[config.mk]
export PLATFORM = sky130hd
export DESIGN_NAME = lane_load_register_flat
export DESIGN_NICKNAME = d
export VERILOG_FILES = /design/src/rtl/lane_load_register_if.sv /design/src/rtl/lane_load_register.sv /design/src/flat_wrapper.sv
export SDC_FILE = /design/constraint.sdc
export NUM_CORES = 1
export LEC_CHECK = 0
export CORE_MARGIN = 5
export CORE_UTILIZATION = 43
export CTS_CLUSTER_DIAMETER = 40
export DETAILED_ROUTE_END_ITERATION = 6
export GPL_ROUTABILITY_DRIVEN = 0
export PLACE_DENSITY_LB_ADDON = 0.25
export SLEW_MARGIN = 10
export SYNTH_ARGS = -nofsm -noshare
export SYNTH_HDL_FRONTEND = slang
export SYNTH_SLANG_ARGS = --single-unit
[constraint.sdc]
create_clock -name clk -period 2.5 [get_ports clk]
set_input_delay 0.5 -clock clk [delete_from_list [all_inputs] [get_ports clk]]
set_output_delay 0.5 -clock clk [all_outputs]
set_load 0.05 [all_outputs]
[src/rtl/lane_load_register_if.sv]
// Handshake/bus bundle for lane_load_register: parallel load bus, narrow sequential
// fill stream and register status outputs.
interface lane_load_register_if #(
    parameter int LANE_W = 8,
    parameter int LANES  = 4
);
    localparam int N  = LANE_W * LANES;
    localparam int PW = $clog2(LANES);

    logic              sclr;
    logic              mode;
    logic [LANES-1:0]  ld_en;
    logic [N-1:0]      par_in;
    logic              seq_start;
    logic              seq_valid;
    logic [LANE_W-1:0] seq_data;
    logic              seq_ready;
    logic [N-1:0]      out;
    logic [PW-1:0]     fill_ptr;
    logic              full;
    logic              busy;

    modport master (
        output sclr, mode, ld_en, par_in, seq_start, seq_valid, seq_data,
        input  seq_ready, out, fill_ptr, full, busy
    );

    modport slave (
        input  sclr, mode, ld_en, par_in, seq_start, seq_valid, seq_data,
        output seq_ready, out, fill_ptr, full, busy
    );
endinterface

[src/rtl/lane_load_register.sv]
// Multi-lane holding register: per-lane parallel load or low-lane-first sequential fill.
// state | meaning
// IDLE  | no fill in progress; parallel loads allowed when mode=0
// FILL  | accepting one lane per valid beat at fill_ptr
// DONE  | all lanes written since last seq_start; contents held
module lane_load_register #(
    parameter int LANE_W = 8,
    parameter int LANES  = 4
) (
    input  logic                 clk,
    input  logic                 clear_n,
    lane_load_register_if.slave  bus
);
    localparam int N  = LANE_W * LANES;
    localparam int PW = $clog2(LANES);

    typedef enum logic [1:0] {
        S_IDLE = 2'd0,
        S_FILL = 2'd1,
        S_DONE = 2'd2
    } state_t;

    state_t        r_state;
    logic [N-1:0]  r_out;
    logic [PW-1:0] r_ptr;
    logic          r_full;
    logic          w_last;

    assign w_last = (r_ptr == PW'(LANES - 1));

    always_ff @(posedge clk or negedge clear_n) begin
        if (!clear_n) begin
            r_state <= S_IDLE;
            r_out   <= '0;
            r_ptr   <= '0;
            r_full  <= 1'b0;
        end else if (bus.sclr) begin
            r_state <= S_IDLE;
            r_out   <= '0;
            r_ptr   <= '0;
            r_full  <= 1'b0;
        end else if (!bus.mode) begin
            // Parallel mode aborts any fill; full is intentionally left alone.
            r_state <= S_IDLE;
            r_ptr   <= '0;
            for (int i = 0; i < LANES; i++) begin
                if (bus.ld_en[i]) begin
                    r_out[i*LANE_W +: LANE_W] <= bus.par_in[i*LANE_W +: LANE_W];
                end
            end
        end else begin
            case (r_state)
                S_IDLE, S_DONE: begin
                    if (bus.seq_start) begin
                        r_state <= S_FILL;
                        r_ptr   <= '0;
                        r_full  <= 1'b0;
                    end
                end
                S_FILL: begin
                    if (bus.seq_start) begin
                        r_ptr  <= '0;
                        r_full <= 1'b0;
                    end else if (bus.seq_valid) begin
                        for (int i = 0; i < LANES; i++) begin
                            if (r_ptr == PW'(i)) begin
                                r_out[i*LANE_W +: LANE_W] <= bus.seq_data;
                            end
                        end
                        // Explicit wrap keeps the pointer legal for non-power-of-2 lane counts.
                        if (w_last) begin
                            r_state <= S_DONE;
                            r_full  <= 1'b1;
                            r_ptr   <= '0;
                        end else begin
                            r_ptr <= r_ptr + PW'(1);
                        end
                    end
                end
                default: begin
                    r_state <= S_IDLE;
                    r_ptr   <= '0;
                end
            endcase
        end
    end

    assign bus.out       = r_out;
    assign bus.fill_ptr  = r_ptr;
    assign bus.full      = r_full;
    assign bus.seq_ready = (r_state == S_FILL);
    assign bus.busy      = (r_state == S_FILL);
endmodule

[src/flat_wrapper.sv]
// flat-port wrapper written by rule: the top's interface ports become plain ports
module lane_load_register_flat 
#(
    parameter int LANE_W = 8,
    parameter int LANES  = 4
)
  (clk, clear_n, bus_sclr, bus_mode, bus_ld_en, bus_par_in, bus_seq_start, bus_seq_valid, bus_seq_data, bus_seq_ready, bus_out, bus_fill_ptr, bus_full, bus_busy);
  lane_load_register_if #(.LANE_W(LANE_W), .LANES(LANES)) bus_i ();
  input  logic clk;
  input  logic clear_n;
  input wire logic [$bits(bus_i.sclr)-1:0] bus_sclr;
  input wire logic [$bits(bus_i.mode)-1:0] bus_mode;
  input wire logic [$bits(bus_i.ld_en)-1:0] bus_ld_en;
  input wire logic [$bits(bus_i.par_in)-1:0] bus_par_in;
  input wire logic [$bits(bus_i.seq_start)-1:0] bus_seq_start;
  input wire logic [$bits(bus_i.seq_valid)-1:0] bus_seq_valid;
  input wire logic [$bits(bus_i.seq_data)-1:0] bus_seq_data;
  output wire logic [$bits(bus_i.seq_ready)-1:0] bus_seq_ready;
  output wire logic [$bits(bus_i.out)-1:0] bus_out;
  output wire logic [$bits(bus_i.fill_ptr)-1:0] bus_fill_ptr;
  output wire logic [$bits(bus_i.full)-1:0] bus_full;
  output wire logic [$bits(bus_i.busy)-1:0] bus_busy;
  assign bus_i.sclr = bus_sclr;
  assign bus_i.mode = bus_mode;
  assign bus_i.ld_en = bus_ld_en;
  assign bus_i.par_in = bus_par_in;
  assign bus_i.seq_start = bus_seq_start;
  assign bus_i.seq_valid = bus_seq_valid;
  assign bus_i.seq_data = bus_seq_data;
  assign bus_seq_ready = bus_i.seq_ready;
  assign bus_out = bus_i.out;
  assign bus_fill_ptr = bus_i.fill_ptr;
  assign bus_full = bus_i.full;
  assign bus_busy = bus_i.busy;
  lane_load_register #(.LANE_W(LANE_W), .LANES(LANES)) u_core (.clk(clk), .clear_n(clear_n), .bus(bus_i));
endmodule
# [After elaboration in Yosys (flattened, before gate mapping)]
# Cells that the tools add are included.
[classes] addsub=1 n_eq_ne=20 n_mux=34 reduce_logical=16
[ops] cell="$mux 32" count=5
[ops] cell="$mux 8" count=8
[ops] cell="$reduce_and 5->1" count=5
[ops] cell="$mux 2" count=12
[ops] cell="$ne 3x2->1 const B" count=6
[ops] cell="$ne 4x4->1 const B" count=4
[ops] cell="$reduce_bool 3->1" count=5
[ops] cell="$ne 4x3->1 const B" count=2
[ops] cell="$pmux 2 s2" count=2
[ops] cell="$eq 2x2->1 const B" count=3
[ops] cell="$mux 1" count=6
[ops] cell="$ne 3x3->1 const B" count=2
[ops] cell="$ne 5x5->1 const B" count=1
[ops] cell="$eq 2x1->1 const B" count=2
[ops] cell="$logic_not 2->1" count=2
[ops] cell="$reduce_and 4->1" count=1
[ops] cell="$add 2x1->2 const B" count=1
[ops] cell="$pmux 1 s2" count=1
[ops] cell="$reduce_and 2->1" count=1
[ops] cell="$reduce_bool 2->1" count=1
[ops] cell="$reduce_or 2->1" count=1
[totals] regBits=37 inputBits=50 word_cells=78

# [Logic depth before layout (Yosys ltp)]
[depth] ltp_word=7 depth_mapped=5

# [Worst setup path after synthesis]
# No wires, ideal clock.
[synth_timing] kind="reg-to-output" startpoint="reg u_core.r_state[0]" endpoint="out bus_seq_ready" arrival_time_ns=1.659 setup_slack_ns=0.341 stages_incl_launch_ff=4 path_buffers=2 cell_sequence="dfrtp_1 -> clkbuf_1 -> nor2b_1 -> buf_4"
[synth_between] elab_chain_len=1
[synth_rtl] element="start, declared" line="lane_load_register.sv:23" source="state_t r_state;"
[synth_rtl] element="start signal, assigned" line="lane_load_register.sv:33" source="r_state <= S_IDLE;"
[synth_rtl] element="start signal, assigned" line="lane_load_register.sv:38" source="r_state <= S_IDLE;"
[synth_rtl] element="start signal, assigned" line="lane_load_register.sv:44" source="r_state <= S_IDLE;"
[synth_rtl] element="$eq 2x1->1"
[synth_rtl] element="end, declared" line="flat_wrapper.sv:18" source="output wire logic [$bits(bus_i.seq_ready)-1:0] bus_seq_ready;"
# Every way passes these cells.

# [Worst setup path after layout]
[layout_timing] startpoint="reg u_core.r_state[0]" endpoint="out bus_seq_ready"
[layout_between] elab_chain_len=1
[layout_rtl] element="$eq 2x1->1" line="lane_load_register.sv:91" source="assign bus.seq_ready = (r_state == S_FILL);"
# Every way passes these cells.

==> results.py <==
metrics = {
    "status": {
        "run_status": "finished clean",
    },
    "hold_path": {
        "holdCritPathClass": "in -> async",
    },
    "grt": {
        "grt_antenna_before_repair": 0,
        "first_global_vias": 1785,
        "grt_first_pass_wirelength_mm": 8.797,
        "grt_start_max_net_pins": 38,
        "global_route.usage.total_pct": 18.23,
        "grt_overflow_total": 0,
    },
    "timing": {
        "fin_crit_ns": 2.323,
        "post-route-period-util_pct": 92.91,
        "final_max_slew_violation_count": 0,
        "final.setup.tns_ns": 0,
        "fmaxAchievable_mhz": 430.5,
        "finClkSkew_ns": 0.007931,
        "hold_viol_final": 0,
        "setup_slack_ns": 0.1771,
        "max_slew.worst_pin.slew_ns": 0.8479,
        "final_setup_violation_count": 0,
        "rsz0062_at_grt": "no",
        "timing.slew.headroom_pct": 43.48,
    },
    "routing": {
        "post_detailed_route_wirelength_per_cell_um": 17.24,
        "detail_route.vias_per_cell": 5.398,
        "first_pass_iters": 4,
        "drc_errors": 0,
        "vias": 1738,
        "iteration_0_drc_markers": 109,
        "routed_wirelength_mm": 5.552,
        "antenna_left": 0,
    },
    "synthesis": {
        "ys_seq_elements": 37,
        "async_flop_share_pct": 100.0,
        "ys_seq_area_share_pct": 44.77,
        "synth.cell_area_mm2": 0.002068,
        "synth_largest_area_cell": "sky130_fd_sc_hd__dfrtp_1",
        "synth.top_cells.by_area": "sky130_fd_sc_hd__dfrtp_1 (45%), sky130_fd_sc_hd__mux2_2 (16%), sky130_fd_sc_hd__a22o_1 (8.9%), sky130_fd_sc_hd__mux2i_1 (5.3%), sky130_fd_sc_hd__nor2b_1 (3.6%)",
        "postSynthAreaPerCell_um2": 11.89,
        "yosysTopAreaCellShare_pct": 44.77,
        "synth_ff_type": "sky130_fd_sc_hd__dfrtp_1",
        "synth_enable_flop_cells": 0,
        "yosys.cell_count.top_type": "sky130_fd_sc_hd__dfrtp_1",
        "synth.net_count": 228,
        "ys_types": 30,
        "synthTopCellsByCount": "sky130_fd_sc_hd__dfrtp_1 (37), sky130_fd_sc_hd__mux2_2 (29), sky130_fd_sc_hd__a22o_1 (21), sky130_fd_sc_hd__nor2b_1 (12)",
        "synth_warnings": 0,
        "post_synth_inst_count": 174,
    },
    "setup_path": {
        "criticalPathCategory": "reg -> out",
        "max_stage_delay_ns": 0.82,
        "timing.critical_path.cells": "nor2b_1 > clkdlybuf4s50_1",
        "reg2reg_from": "u_core.bus.fill_ptr[0]$_DFFE_PN0P_",
        "worstSetupStartpointType": "flop",
        "cpMaxStageDelayCell": "sky130_fd_sc_hd__clkdlybuf4s50_1",
        "data_required_time_at_the_worst_endpoint_ns": 2.00,
        "critPathTopFamily": "buffers and inverters",
        "reg2regPathDepth": 5,
        "critical_path.max_fanout": 11,
        "r2r_slack_ns": 0.65,
        "timing.critical_path.arrival_ns": 1.82,
        "cp-end-kind": "output pin",
        "timing.rr.end": "u_core.bus.out[25]$_DFFE_PN0P_",
        "worst_setup_path_startpoint": "u_core.r_state[0]$_DFFE_PN0P_",
        "critPathBufInv": 1,
    },
    "cells_and_area": {
        "finalCoreUtilization_pct": 66.32,
        "final_area_mm2": 0.003112,
        "design.final.nets": 321,
        "final_layout_size_suffix_gt1_share_pct": 20.15,
        "area_delta_synth_final_pct": 50.45,
        "num_antenna_cells": 0,
    },
    "place": {
        "post_dp_cell_area_mm2": 0.003015,
        "io_buf_count": 86,
        "place_ws_ns": 0.2325,
        "detailedPlacementHpwl_mm": 4.136,
    },
    "floorplanning": {
        "floorplan.die.height_um": 79.36,
        "design.portCount": 87,
        "die-width_um": 79.36,
        "floorplan.rows": 25,
        "core_mm2": 0.004692,
        "die_area_mm2": 0.006297,
        "floorplan.initialDensity_pct": 44.08,
    },
    "cts": {
        "postCtsSetupRepairBufs": 0,
        "cts-root-buf": "sky130_fd_sc_hd__clkbuf_8",
        "clock_latency_reported_for_the_late_side_of_the_worst_skew_pair_ns": 0.29,
        "htreeDepth": 2,
        "clk_path_buf_depth": 2,
        "cts_hold_buffers": 0,
        "cts.reportedPaths.clkPinSlew_ns": 0.07,
        "cts-resized-gates": 0,
        "cts_tree": "yes",
        "clkSinkCount": 37,
        "cts-buffers-inserted": 5,
    },
    "power_and_ir_drop": {
        "vdd.ir_drop.worst_v": 0.0003616,
        "power.density_mw_per_mm2": 533.4,
        "static-leakage-power_nw": 1.360,
        "total_power_mw": 1.660,
    },
    "job": {
        "max-cap-violations": 0,
    },
}
==> layout by cell type (no fill, tap or decap), types with 4 or more instances in the layout <==
| cell | count |
|---|---|
| sky130_fd_sc_hd__clkdlybuf4s50_1 | 85 |
| sky130_fd_sc_hd__dfrtp_1 | 37 |
| sky130_fd_sc_hd__mux2_2 | 29 |
| sky130_fd_sc_hd__a22o_1 | 21 |
| sky130_fd_sc_hd__nor2b_1 | 12 |
| sky130_fd_sc_hd__mux2i_1 | 11 |
| sky130_fd_sc_hd__nor2_1 | 11 |
| sky130_fd_sc_hd__buf_4 | 11 |
| sky130_fd_sc_hd__a21oi_1 | 9 |
| sky130_fd_sc_hd__inv_1 | 6 |
| sky130_fd_sc_hd__clkbuf_8 | 6 |
| sky130_fd_sc_hd__nand2b_1 | 5 |
| sky130_fd_sc_hd__ha_1 | 4 |
==> layer usage <==
layer	GRT usage (%)	vias to the layer above	routed length, µm
met5	0	-	0
li1	-	821	-
met4	6.357	0	121
met3	6.463	9	466
met2	28.96	63	2685
met1	22.94	845	2279
==> worst reg2reg max path: stages, from the launching register on <==
cell                       delay, ns
sky130_fd_sc_hd__dfrtp_1        0.45
sky130_fd_sc_hd__ha_1           0.28
sky130_fd_sc_hd__nor3b_1        0.19
sky130_fd_sc_hd__a221oi_4       0.25
sky130_fd_sc_hd__buf_4          0.22
sky130_fd_sc_hd__mux2_2         0.35
==> where the power goes <==
group / total [mW] / switching [mW] / internal [mW]
registers: 0.672 / 0.0265 / 0.646
logic: 0.542 / 0.303 / 0.239
clock network: 0.446 / 0.222 / 0.223
==> area by class of cell <==
type | count | area (µm²)
sequential | 37 | 925.9
clock buffer | 6 | 82.58
tap | 54 | 67.56
clock inverter | 2 | 13.76
multi-input combinational | 120 | 1061
fill | 391 | 1580
timing repair buffer | 97 | 938.4
inverter | 6 | 22.52
==> per-stage QoR <==
step,hold WS (ns),instances
floorplan,0.2044,174
global route,0.3710,322
detailed placement,0.4959,314
global placement,0.4880,314
CTS,0.3304,322
finish,0.3068,322
==> cell families (layout without fill, tap and decap cells) <==
family / Yosys count / in the layout / synth area share [%]
buffers and inverters: 17 / 111 / 3.932
flip-flops: 37 / 37 / 44.77
AO/OA/AOI/OAI: 37 / 37 / 16.82
multiplexers: 40 / 40 / 21.11
adder cells (fa/ha/maj): 4 / 4 / 2.420
AND/OR/NAND/NOR: 39 / 39 / 10.95
==> worst max path at each step <==
stage                                                 to  depth (start not counted)  slack [ns]
after floorplan                            bus_seq_ready                          3        0.34
after global placement     u_core.bus.out[2]$_DFFE_PN0P_                          5        0.25
after CTS                                  bus_seq_ready                          2        0.17
final                                      bus_seq_ready                          2        0.18
after detailed placement  u_core.bus.out[22]$_DFFE_PN0P_                          6        0.23
after global routing                       bus_seq_ready                          2        0.07
==> registers in the layout, summed over array words and instances (netlist names) <==
register,count
u_core.bus.out,32
u_core.r_state,2
u_core.bus.full,1
u_core.bus.fill_ptr,2
Power figures use the tool's default switching activity.
